==> config.mk <==
export PLATFORM = sky130hd
export DESIGN_NAME = score_keeper
export DESIGN_NICKNAME = d
export VERILOG_FILES = /design/src/rtl/score_keeper.sv
export SDC_FILE = /design/constraint.sdc
export NUM_CORES = 1
export LEC_CHECK = 0
export CAP_MARGIN = 25
export CORE_ASPECT_RATIO = 1.1
export CORE_MARGIN = 2
export CORE_UTILIZATION = 57
export CTS_BUF_LIST = sky130_fd_sc_hd__clkbuf_16
export DETAILED_ROUTE_END_ITERATION = 10
export GPL_ROUTABILITY_DRIVEN = 0
export PLACE_DENSITY = 0.86
export SLEW_MARGIN = 20
export SYNTH_ARGS = -nofsm -noshare
export SYNTH_HDL_FRONTEND = slang
export SYNTH_SLANG_ARGS = --single-unit
==> constraint.sdc <==
create_clock -name clk_i -period 3.48 [get_ports clk_i]
set_input_delay 0.522 -clock clk_i [delete_from_list [all_inputs] [get_ports clk_i]]
set_output_delay 0.522 -clock clk_i [all_outputs]
set_load 0.005 [all_outputs]
==> src/rtl/score_keeper.sv <==
// Score tracking and serve sequencing for the pong datapath: counts goals,
// times the serve pause after each point and reports the winner.
package score_pkg;
  localparam int M_SCORE_W = 4;
  localparam int MAX_SCORE = 11;
endpackage

module score_keeper #(
  parameter int MAX_SCORE    = score_pkg::MAX_SCORE,
  parameter int SERVE_FRAMES = 60,
  parameter int M_SCORE_W    = score_pkg::M_SCORE_W
) (
  input  logic                 clk_i,
  input  logic                 rst_i,
  input  logic                 game_rst_i,
  input  logic                 game_en_i,
  input  logic                 frame_tick_i,
  input  logic                 p_goal_i,
  input  logic                 e_goal_i,
  output logic [M_SCORE_W-1:0] p_score_o,
  output logic [M_SCORE_W-1:0] e_score_o,
  output logic                 serve_o,
  output logic                 ball_rst_o,
  output logic [1:0]           winner_o,
  output logic [1:0]           dbg_state_o
);

  typedef enum logic [1:0] {
    IDLE  = 2'd0,
    SERVE = 2'd1,
    RALLY = 2'd2,
    OVER  = 2'd3
  } state_t;

  localparam int CNT_W = (SERVE_FRAMES > 1) ? $clog2(SERVE_FRAMES) : 1;
  localparam logic [CNT_W-1:0]     CNT_LOAD  = CNT_W'(SERVE_FRAMES - 1);
  localparam logic [CNT_W-1:0]     CNT_ZERO  = '0;
  localparam logic [CNT_W-1:0]     CNT_ONE   = CNT_W'(1);
  localparam logic [M_SCORE_W-1:0] SCORE_MAX = M_SCORE_W'(MAX_SCORE);
  localparam logic [M_SCORE_W-1:0] SCORE_ONE = M_SCORE_W'(1);

  state_t               state_q, state_d;
  logic [CNT_W-1:0]     cnt_q, cnt_d;
  logic [M_SCORE_W-1:0] p_score_q, p_score_d;
  logic [M_SCORE_W-1:0] e_score_q, e_score_d;
  logic [1:0]           winner_q, winner_d;
  logic                 serve_q, serve_d;
  logic                 ball_rst_q, ball_rst_d;
  logic                 p_goal_q, e_goal_q;
  logic                 p_edge, e_edge;
  logic [M_SCORE_W-1:0] p_inc, e_inc;

  // Edge registers always follow the inputs so a level held across a serve
  // cannot score again when the rally starts.
  assign p_edge = p_goal_i & ~p_goal_q;
  assign e_edge = e_goal_i & ~e_goal_q;
  assign p_inc  = (p_score_q >= SCORE_MAX) ? SCORE_MAX : p_score_q + SCORE_ONE;
  assign e_inc  = (e_score_q >= SCORE_MAX) ? SCORE_MAX : e_score_q + SCORE_ONE;

  always_comb begin
    state_d    = state_q;
    cnt_d      = cnt_q;
    p_score_d  = p_score_q;
    e_score_d  = e_score_q;
    winner_d   = winner_q;
    ball_rst_d = 1'b0;

    if (game_rst_i) begin
      p_score_d  = '0;
      e_score_d  = '0;
      winner_d   = 2'b00;
      cnt_d      = CNT_LOAD;
      ball_rst_d = 1'b1;
      state_d    = SERVE;
    end else begin
      case (state_q)
        SERVE: begin
          if (frame_tick_i) begin
            if (cnt_q == CNT_ZERO) state_d = RALLY;
            else                   cnt_d   = cnt_q - CNT_ONE;
          end
        end
        RALLY: begin
          if (game_en_i && (p_edge || e_edge)) begin
            if (p_edge && e_edge) begin
              cnt_d      = CNT_LOAD;
              ball_rst_d = 1'b1;
              state_d    = SERVE;
            end else if (p_edge) begin
              p_score_d = p_inc;
              if (p_inc == SCORE_MAX) begin
                winner_d = 2'b01;
                state_d  = OVER;
              end else begin
                cnt_d      = CNT_LOAD;
                ball_rst_d = 1'b1;
                state_d    = SERVE;
              end
            end else begin
              e_score_d = e_inc;
              if (e_inc == SCORE_MAX) begin
                winner_d = 2'b10;
                state_d  = OVER;
              end else begin
                cnt_d      = CNT_LOAD;
                ball_rst_d = 1'b1;
                state_d    = SERVE;
              end
            end
          end
        end
        default: ;
      endcase
    end

    serve_d = (state_d != RALLY);
  end

  always_ff @(posedge clk_i) begin
    if (rst_i) begin
      state_q    <= IDLE;
      cnt_q      <= '0;
      p_score_q  <= '0;
      e_score_q  <= '0;
      winner_q   <= 2'b00;
      serve_q    <= 1'b1;
      ball_rst_q <= 1'b0;
      p_goal_q   <= 1'b0;
      e_goal_q   <= 1'b0;
    end else begin
      state_q    <= state_d;
      cnt_q      <= cnt_d;
      p_score_q  <= p_score_d;
      e_score_q  <= e_score_d;
      winner_q   <= winner_d;
      serve_q    <= serve_d;
      ball_rst_q <= ball_rst_d;
      p_goal_q   <= p_goal_i;
      e_goal_q   <= e_goal_i;
    end
  end

  assign p_score_o   = p_score_q;
  assign e_score_o   = e_score_q;
  assign serve_o     = serve_q;
  assign ball_rst_o  = ball_rst_q;
  assign winner_o    = winner_q;
  assign dbg_state_o = state_q;

endmodule
==> flow_metrics.py, run 1 <==
metrics = {
    "pwr": {
        "p_per_area_mw_per_mm2": 362,
        "finalPower_w": 0.000587,
        "p_int_w": 0.000450,
        "vdd_drop_max_uv": 347,
        "leakagePower_nw": 0.633,
        "pwr-share-clk_pct": 40.0,
        "p_switching_w": 0.000137,
        "p_sw_share_pct": 23.4,
        "p_comb_share_pct": 14.0,
        "seqPwrFrac_pct": 46.0,
    },
    "placement": {
        "port_buffers": 20,
        "hpwl_mm": 2.16,
        "dp_cells": 192,
    },
    "drt": {
        "ant_nets": 0,
        "drtIter0Drc": 22,
        "wl_per_cell_um": 15.1,
        "drc": 0,
        "via_per_inst": 5.95,
        "vias": 1160,
        "first_pass_iters": 4,
        "routed_wl_mm": 2.94,
    },
    "final_layout": {
        "num_antenna_cells": 0,
        "drive_gt1_share_pct": 15.2,
        "num-nets-final": 179,
        "nFillCells": 171,
        "stdcell_count": 195,
        "mostFrequentLayoutCells": "dfxtp_1, clkdlybuf4s50_1, nor2_1",
        "layout_commonest_cell": "dfxtp_1",
        "syn2layout_area_growth_pct": 22.4,
    },
    "clocking": {
        "cts_tree": "built",
        "cts_resized": 0,
        "path_clk_slew_ns": 0.05,
        "hold_buffers": 0,
        "cts_htree_levels": 1,
        "cts_root_buf": "clkbuf_16",
        "cts_buffers": 3,
        "cts_sinks": 22,
        "clock_latency_ns": 0.25,
        "cts_buffer_depth": 2,
        "cts_setup_buffers": 0,
    },
    "logic_synthesis": {
        "synth.distinct_cells": 52,
        "synth_top_family_by_area": "compound AO/OA/AOI/OAI gates",
        "synth_xor_area_share_pct": 0,
        "syn_nets": 158,
        "yosys.area_share.simple_pct": 25.3,
        "synth_compound_area_share_pct": 32.0,
        "ys_seq_elements": 22,
        "async_flop_share_pct": 0,
        "synthAdderAreaFrac_pct": 4.72,
        "synth_edf_count": 0,
        "synth_warnings": 0,
        "ys.flop_type": "dfxtp_1",
        "yosysSeqAreaShare_pct": 33.2,
        "synth_area_per_cell_um2": 9.08,
        "syn_inst": 146,
        "synth_mux_area_share_pct": 0.755,
        "netlist_area_mm2": 0.00133,
    },
    "grt": {
        "grt_use_total_pct": 23.3,
        "antenna_found_initial": 0,
        "grt_pass1_vias": 1137,
        "grt-ovfl-total": 0,
        "grt_pass1_wl_mm": 4.82,
        "grt_max_degree": 13,
    },
    "timing": {
        "fmax_ghz": 0.500,
        "setup_tns_ns": 0,
        "setup_viol": 0,
        "relSlewSlack_pct": 70.5,
        "hold_violations": 0,
        "min_period_ns": 2.00,
        "worstMarginPinSlew_ns": 0.436,
        "skew_ns": 0.00111,
        "period_share_pct": 57.4,
        "maxSlewViolCount": 0,
        "rsz0062_at_grt": "false",
    },
    "setup_path": {
        "crit_type": "input pin to flip-flop",
        "critPathMaxFanout": 3,
        "critPathCaptureType": "flip-flop",
        "critPathLaunchType": "input pin",
        "crit_required_ns": 3.61,
        "worstPathArrival_ns": 2.13,
    },
    "floorplan": {
        "start_util_pct": 59.5,
        "die-height_um": 54.6,
        "pin_count": 21,
        "core_region_area_mm2": 0.00223,
        "rows": 18,
        "dieWidth_um": 50.0,
        "die-area_mm2": 0.00273,
    },
    "run_status": {
        "status": "completed",
    },
    "hold_path": {
        "min_path_type": "flip-flop to flip-flop",
    },
    "job": {
        "cap_violations": 0,
    },
}
-- worst max-delay path: stages --
cell	delay [ns]
clkdlybuf4s50_1	0.52
and2b_1	0.27
o21ai_0	0.20
o21a_1	0.22
o32ai_2	0.33
nand2_1	0.07
-- Yosys cell counts, drive strengths merged, types with 3 or more instances --
library cell | count | share of area, %
nand2b | 4 | 3.2
nand3 | 5 | 2.3
a211oi | 3 | 1.7
a31oi | 4 | 3.0
o21ai | 9 | 3.7
clkbuf | 3 | 0.85
nor2 | 14 | 4.2
ha | 5 | 4.7
a21oi | 11 | 4.4
or2 | 4 | 1.9
o21a | 3 | 1.7
inv | 10 | 2.8
nand4 | 4 | 1.9
nor2b | 4 | 1.9
nand2 | 11 | 3.1
dfxtp | 22 | 33
nor3 | 4 | 2.3
-- per-layer routing --
metal  global-route usage [%]  vias to the layer above  share of wire [%]
li1                         -                      570                  -
met1                     25.6                      543                 41
met2                     43.4                       38                 50
met3                     5.46                        9                6.2
met4                     10.2                        0                2.2
met5                        0                        -                  0
-- final timing paths --
check	start	endpoint	cells past startpoint	slack, ns
max	p_goal_i	serve_o	6	1.48
min reg2reg	winner_o[0]	winner_o[0]	2	0.50
max reg2reg	dbg_state_o[0]	cnt_q[1]	7	1.51
min	winner_o[0]	winner_o[0]	2	0.50
-- cells by family (layout without fill, tap and decap cells) --
kind of cell / after synthesis / count (layout)
AND/OR/NAND/NOR: 57 / 57
adder cells (fa/ha/maj): 5 / 5
AO/OA/AOI/OAI: 47 / 47
flip-flops: 22 / 22
multiplexers: 1 / 1
buffers and inverters: 14 / 33
-- metrics by stage --
stage	worst slack, ns	utilization, %	hold slack (ns)	instance area [um2]
after floorplan	1.80	-	0.460	1330
after global placement	1.36	69.4	0.468	1550
after detailed placement	1.27	69.4	0.479	1550
after CTS	1.52	72.8	0.493	1620
after global routing	1.37	72.8	0.513	1620
final	1.48	72.8	0.495	1620
-- sequential cells by signal (all words and copies together) (netlist names) --
name         cells
e_score_o        4
p_goal_q         1
serve_o          1
winner_o         2
p_score_o        4
cnt_q            6
e_goal_q         1
ball_rst_o       1
dbg_state_o      2
-- area by class of cell --
cell class | count | area [um2] | share of cell area [%]
Multi-Input combinational cell | 110 | 832 | 51.3
Sequential cell | 22 | 440 | 27.1
Timing Repair Buffer | 20 | 200 | 12.3
Clock buffer | 3 | 75.1 | 4.63
Inverter | 10 | 37.5 | 2.31
Tap cell | 30 | 37.5 | 2.31
-- power by group through the flow --
stage,Combinational (W),Sequential [W],Clock (W)
after floorplan,0.0000598,0.000273,0
after global placement,0.0000786,0.000274,0
after CTS,0.0000820,0.000269,0.000240
after global routing,0.0000908,0.000271,0.000253
after detailed placement,0.0000811,0.000275,0
final,0.0000823,0.000270,0.000235
Power figures use the tool's default switching activity.
==> run 2: changes to the inputs <==
--- a/config.mk
+++ b/config.mk
@@ -8,11 +8,11 @@
 export CAP_MARGIN = 25
 export CORE_ASPECT_RATIO = 1.1
 export CORE_MARGIN = 2
-export CORE_UTILIZATION = 57
+export CORE_UTILIZATION = 52
 export CTS_BUF_LIST = sky130_fd_sc_hd__clkbuf_16
 export DETAILED_ROUTE_END_ITERATION = 10
 export GPL_ROUTABILITY_DRIVEN = 0
-export PLACE_DENSITY = 0.86
+export PLACE_DENSITY = 0.8
 export SLEW_MARGIN = 20
 export SYNTH_ARGS = -nofsm -noshare
 export SYNTH_HDL_FRONTEND = slang
==> constraint.sdc (replaced) <==
create_clock -name clk_i -period 2.05 [get_ports clk_i]
set_input_delay 0.3075 -clock clk_i [delete_from_list [all_inputs] [get_ports clk_i]]
set_output_delay 0.3075 -clock clk_i [all_outputs]
set_load 0.005 [all_outputs]
==> run 2 against run 1 <==
Against the previous run: core utilization decreased by 5.7 points; final cell count is 3.1% higher; routed wire length up 2.9%; clock power up 72%; worst hold slack better by 0.00057 ns; sequential cell count unchanged; sequential share of layout area is 0.57 points lower; die area is 8.9% higher; critical path depth did not move; combinational power increased by 74%; design area rose by 2.2%; global-route usage shrank 0.64 points; critical path type is now flip-flop to flip-flop; critical endpoint is now cnt_q[2]; largest power group unchanged.
==> flow_metrics.py, run 2 (synthesized netlist as in run 1, its figures left out) <==
metrics = {
    "run_status": {
        "status": "completed",
    },
    "job": {
        "cap_violations": 0,
    },
    "setup_path": {
        "crit_required_ns": 2.19,
        "critPathLaunchType": "flip-flop",
        "crit_type": "flip-flop to flip-flop",
        "worstPathArrival_ns": 2.04,
        "critPathMaxFanout": 6,
        "critPathCaptureType": "flip-flop",
    },
    "timing": {
        "period_share_pct": 92.4,
        "hold_violations": 0,
        "worstMarginPinSlew_ns": 0.506,
        "maxSlewViolCount": 0,
        "min_period_ns": 1.89,
        "skew_ns": 0.000998,
        "setup_viol": 0,
        "setup_slack_ns": 0.155,
        "setup_tns_ns": 0,
        "rsz0062_at_grt": "false",
        "fmax_ghz": 0.528,
        "holdWs_ns": 0.496,
        "relSlewSlack_pct": 65.8,
    },
    "final_layout": {
        "regMostFlops": "cnt_q",
        "num-nets-final": 183,
        "largest_reg_flops": 6,
        "syn2layout_area_growth_pct": 25.0,
        "num_antenna_cells": 0,
        "final_util_pct": 67.1,
        "drive_gt1_share_pct": 17.1,
        "mostFrequentLayoutCells": "dfxtp_1, clkdlybuf4s50_1, nor2_1",
        "layout_commonest_cell": "dfxtp_1",
    },
    "grt": {
        "grt_use_total_pct": 22.7,
        "grt_pass1_wl_mm": 5.24,
        "grt-ovfl-total": 0,
        "grt_max_degree": 13,
        "grt_pass1_vias": 1204,
        "antenna_found_initial": 0,
    },
    "placement": {
        "place_ws_ns": 0.0974,
        "hpwl_mm": 2.30,
        "port_buffers": 20,
    },
    "clocking": {
        "cts_buffers": 3,
        "cts_resized": 0,
        "cts_root_buf": "clkbuf_16",
        "path_clk_slew_ns": 0.06,
        "cts_htree_levels": 1,
        "cts_setup_buffers": 0,
        "cts_sinks": 22,
        "hold_buffers": 0,
        "cts_tree": "built",
        "clock_latency_ns": 0.25,
        "cts_buffer_depth": 2,
    },
    "floorplan": {
        "die-area_mm2": 0.00297,
        "rows": 19,
        "die-height_um": 57.0,
        "core_region_area_mm2": 0.00247,
        "pin_count": 21,
        "dieWidth_um": 52.2,
        "start_util_pct": 53.6,
    },
    "pwr": {
        "leakagePower_nw": 0.654,
        "p_int_w": 0.000768,
        "p_comb_share_pct": 14.2,
        "p_sw_share_pct": 23.6,
        "seqPwrFrac_pct": 45.6,
        "vdd_drop_max_uv": 511,
        "finalPower_w": 0.00101,
        "p_switching_w": 0.000238,
        "pwr-share-clk_pct": 40.2,
        "p_per_area_mw_per_mm2": 607,
    },
    "drt": {
        "first_pass_iters": 4,
        "ant_nets": 0,
        "drtIter0Drc": 30,
        "routed_wl_mm": 3.03,
        "drc": 0,
        "via_per_inst": 5.94,
        "wl_per_cell_um": 15.0,
        "vias": 1193,
    },
    "hold_path": {
        "min_path_type": "flip-flop to flip-flop",
    },
}
run 2: cell types whose count changed in the layout (fill, tap and decap cells not counted), sizes merged:
| cell | previous run | this run |
|---|---|---|
| buf | 0 | 4 |
| clkinv | 0 | 1 |
run 2: final cells by class:
| class | count | area [um2] |
|---|---|---|
| clock buffers | 3 | 75.1 |
| clock inverters | 1 | 3.75 |
| fillers | 206 | 815 |
| inverters | 10 | 37.5 |
| multi-input cells | 110 | 832 |
| flip-flops and latches | 22 | 440 |
| well taps | 31 | 38.8 |
| repair buffers | 24 | 230 |
run 2: metal layers:
metal	global-route usage, %	vias to the layer above	part of all wire, %
met5	0	-	0
met4	8.79	0	2.0
met3	2.88	7	2.4
met2	40.9	21	52
met1	26.9	579	43
li1	-	586	-
run 2: through the flow:
step | std cells | cell area [um2]
floorplan | 146 | 1330
global placement | 197 | 1580
detailed placement | 197 | 1580
CTS | 201 | 1660
global route | 201 | 1660
finish | 201 | 1660
run 2: path summary, 6_finish.rpt:
kind,endpoint,start,cells after the start,slack (ns)
max,cnt_q[2],e_score_o[0],6,0.16
min,cnt_q[0],cnt_q[0],2,0.50
max reg2reg,cnt_q[2],e_score_o[0],6,0.16
min reg2reg,cnt_q[0],cnt_q[0],2,0.50
run 2: worst max-delay path, stage by stage, from the launching register on:
cell and delay [ns]:
dfxtp_1 0.44, ha_1 0.30, o31ai_1 0.28, o21ai_2 0.13, a21oi_1 0.30, nand4_1 0.14
and4b_1 0.20
run 2: power groups by stage:
stage	sequential (W)	combinational (W)	clock (W)
floorplan	0.000464	0.000102	0
global placement	0.000466	0.000136	0
detailed placement	0.000468	0.000141	0
CTS	0.000458	0.000142	0.000411
global route	0.000460	0.000156	0.000424
finish	0.000458	0.000143	0.000405
==> run 3: changes to the inputs <==
==> constraint.sdc (replaced) <==
create_clock -name clk_i -period 2.05 [get_ports clk_i]
set_input_delay 0.205 -clock clk_i [delete_from_list [all_inputs] [get_ports clk_i]]
set_output_delay 0.205 -clock clk_i [all_outputs]
set_load 0.005 [all_outputs]
==> run 3 against run 2 <==
Against the previous run: worst hold slack got worse by 0.015 ns; critical path depth up 1; core utilization fell by 0.46 points; maximum frequency rose by 0.15%; combinational power barely moved; total power is 1.1% higher; clock-buffer cell count unchanged; die area did not move; clock power rose by 3%; routed wire length fell by 0.43%; critical path type unchanged.
==> flow_metrics.py, run 3 (synthesized netlist as in run 1, its figures left out) <==
metrics = {
    "grt": {
        "grt_use_total_pct": 22.4,
        "grt_pass1_wl_mm": 5.04,
        "antenna_found_initial": 0,
        "grt-ovfl-total": 0,
        "grt_pass1_vias": 1152,
        "grt_max_degree": 12,
    },
    "drt": {
        "routed_wl_mm": 3.01,
        "drc": 0,
        "wl_per_cell_um": 15.1,
        "via_per_inst": 5.86,
        "vias": 1167,
        "drtIter0Drc": 34,
        "ant_nets": 0,
        "first_pass_iters": 5,
    },
    "timing": {
        "min_period_ns": 1.89,
        "worstMarginPinSlew_ns": 0.607,
        "hold_violations": 0,
        "fmax_ghz": 0.529,
        "setup_slack_ns": 0.158,
        "setup_tns_ns": 0,
        "rsz0062_at_grt": "false",
        "maxSlewViolCount": 0,
        "period_share_pct": 92.3,
        "setup_viol": 0,
        "skew_ns": 0.00371,
        "relSlewSlack_pct": 59.0,
    },
    "final_layout": {
        "drive_gt1_share_pct": 16.7,
        "syn2layout_area_growth_pct": 24.2,
        "mostFrequentLayoutCells": "dfxtp_1, clkdlybuf4s50_1, nor2_1",
        "largest_reg_flops": 6,
        "layout_commonest_cell": "dfxtp_1",
        "nFillCells": 204,
        "num_antenna_cells": 0,
        "final_util_pct": 66.6,
        "num-nets-final": 182,
        "regMostFlops": "cnt_q",
    },
    "clocking": {
        "cts_sinks": 22,
        "path_clk_slew_ns": 0.06,
        "cts_resized": 0,
        "clock_latency_ns": 0.26,
        "cts_buffers": 3,
        "cts_buffer_depth": 2,
        "cts_root_buf": "clkbuf_16",
        "cts_setup_buffers": 0,
        "cts_htree_levels": 1,
        "cts_tree": "built",
        "hold_buffers": 0,
    },
    "setup_path": {
        "worstPathArrival_ns": 2.06,
        "crit_type": "flip-flop to flip-flop",
        "critPathMaxFanout": 6,
        "critPathCaptureType": "flip-flop",
        "critPathLaunchType": "flip-flop",
        "crit_required_ns": 2.21,
        "r2r_slack_ns": 0.16,
    },
    "floorplan": {
        "start_util_pct": 53.6,
        "die-area_mm2": 0.00297,
        "core_region_area_mm2": 0.00247,
        "die-height_um": 57.0,
        "dieWidth_um": 52.2,
        "pin_count": 21,
        "rows": 19,
    },
    "hold_path": {
        "min_path_type": "flip-flop to flip-flop",
    },
    "pwr": {
        "vdd_drop_max_uv": 638,
        "finalPower_w": 0.00102,
        "leakagePower_nw": 0.647,
        "p_per_area_mw_per_mm2": 618,
    },
    "run_status": {
        "status": "completed",
    },
    "job": {
        "cap_violations": 0,
    },
    "placement": {
        "hpwl_mm": 2.19,
        "place_ws_ns": 0.184,
        "port_buffers": 20,
    },
}
==> run 3: cell count changes in the layout (fill, tap and decap cells not counted), sizes merged <==
| cell | delta |
|---|---|
| clkinv | -1 |
| buf | -1 |
==> run 3: through the flow <==
stage,instance area (um2),hold slack (ns),instances
global route,1650,0.504,199
finish,1650,0.480,199
detailed placement,1570,0.477,196
CTS,1650,0.487,199
global placement,1570,0.472,196
floorplan,1330,0.333,146
==> run 3: power by group <==
part	total (W)	leakage (nW)	internal (W)	switching [W]
Clock	0.000416	0.0370	0.000258	0.000158
Sequential	0.000457	0.180	0.000443	0.0000145
Combinational	0.000145	0.430	0.0000647	0.0000798
Total	0.00102	0.647	0.000765	0.000252
==> run 3: path summary, 6_finish.rpt <==
kind | from | to | cells after the start
setup / recovery | dbg_state_o[0] | cnt_q[5] | 7
hold / removal | winner_o[0] | winner_o[0] | 2
hold reg to reg | winner_o[0] | winner_o[0] | 2
setup reg to reg | dbg_state_o[0] | cnt_q[5] | 7
==> run 3: area by class of cell <==
type | count | area (um2) | share of cell area [%]
well taps | 31 | 38.8 | 2.36
clock buffers | 3 | 75.1 | 4.56
inverters | 10 | 37.5 | 2.28
repair buffers | 23 | 223 | 13.5
multi-input cells | 110 | 832 | 50.5
flip-flops and latches | 22 | 440 | 26.7
==> run 3: per-layer routing <==
metal | vias up | global-route usage (%) | share of wire (%)
met2 | 29 | 37.4 | 50
met4 | 0 | 9.89 | 1.7
met1 | 555 | 27.7 | 44
met5 | - | 0 | 0
li1 | 578 | - | -
met3 | 5 | 4.45 | 4.5
==> run 3: critical path, cell delays in order (launching register included) <==
cell      delay, ns
dfxtp_1        0.36
inv_1          0.07
ha_1           0.28
nand2b_2       0.26
a21boi_4       0.16
a22oi_4        0.24
a31oi_4        0.14
a211oi_1       0.28
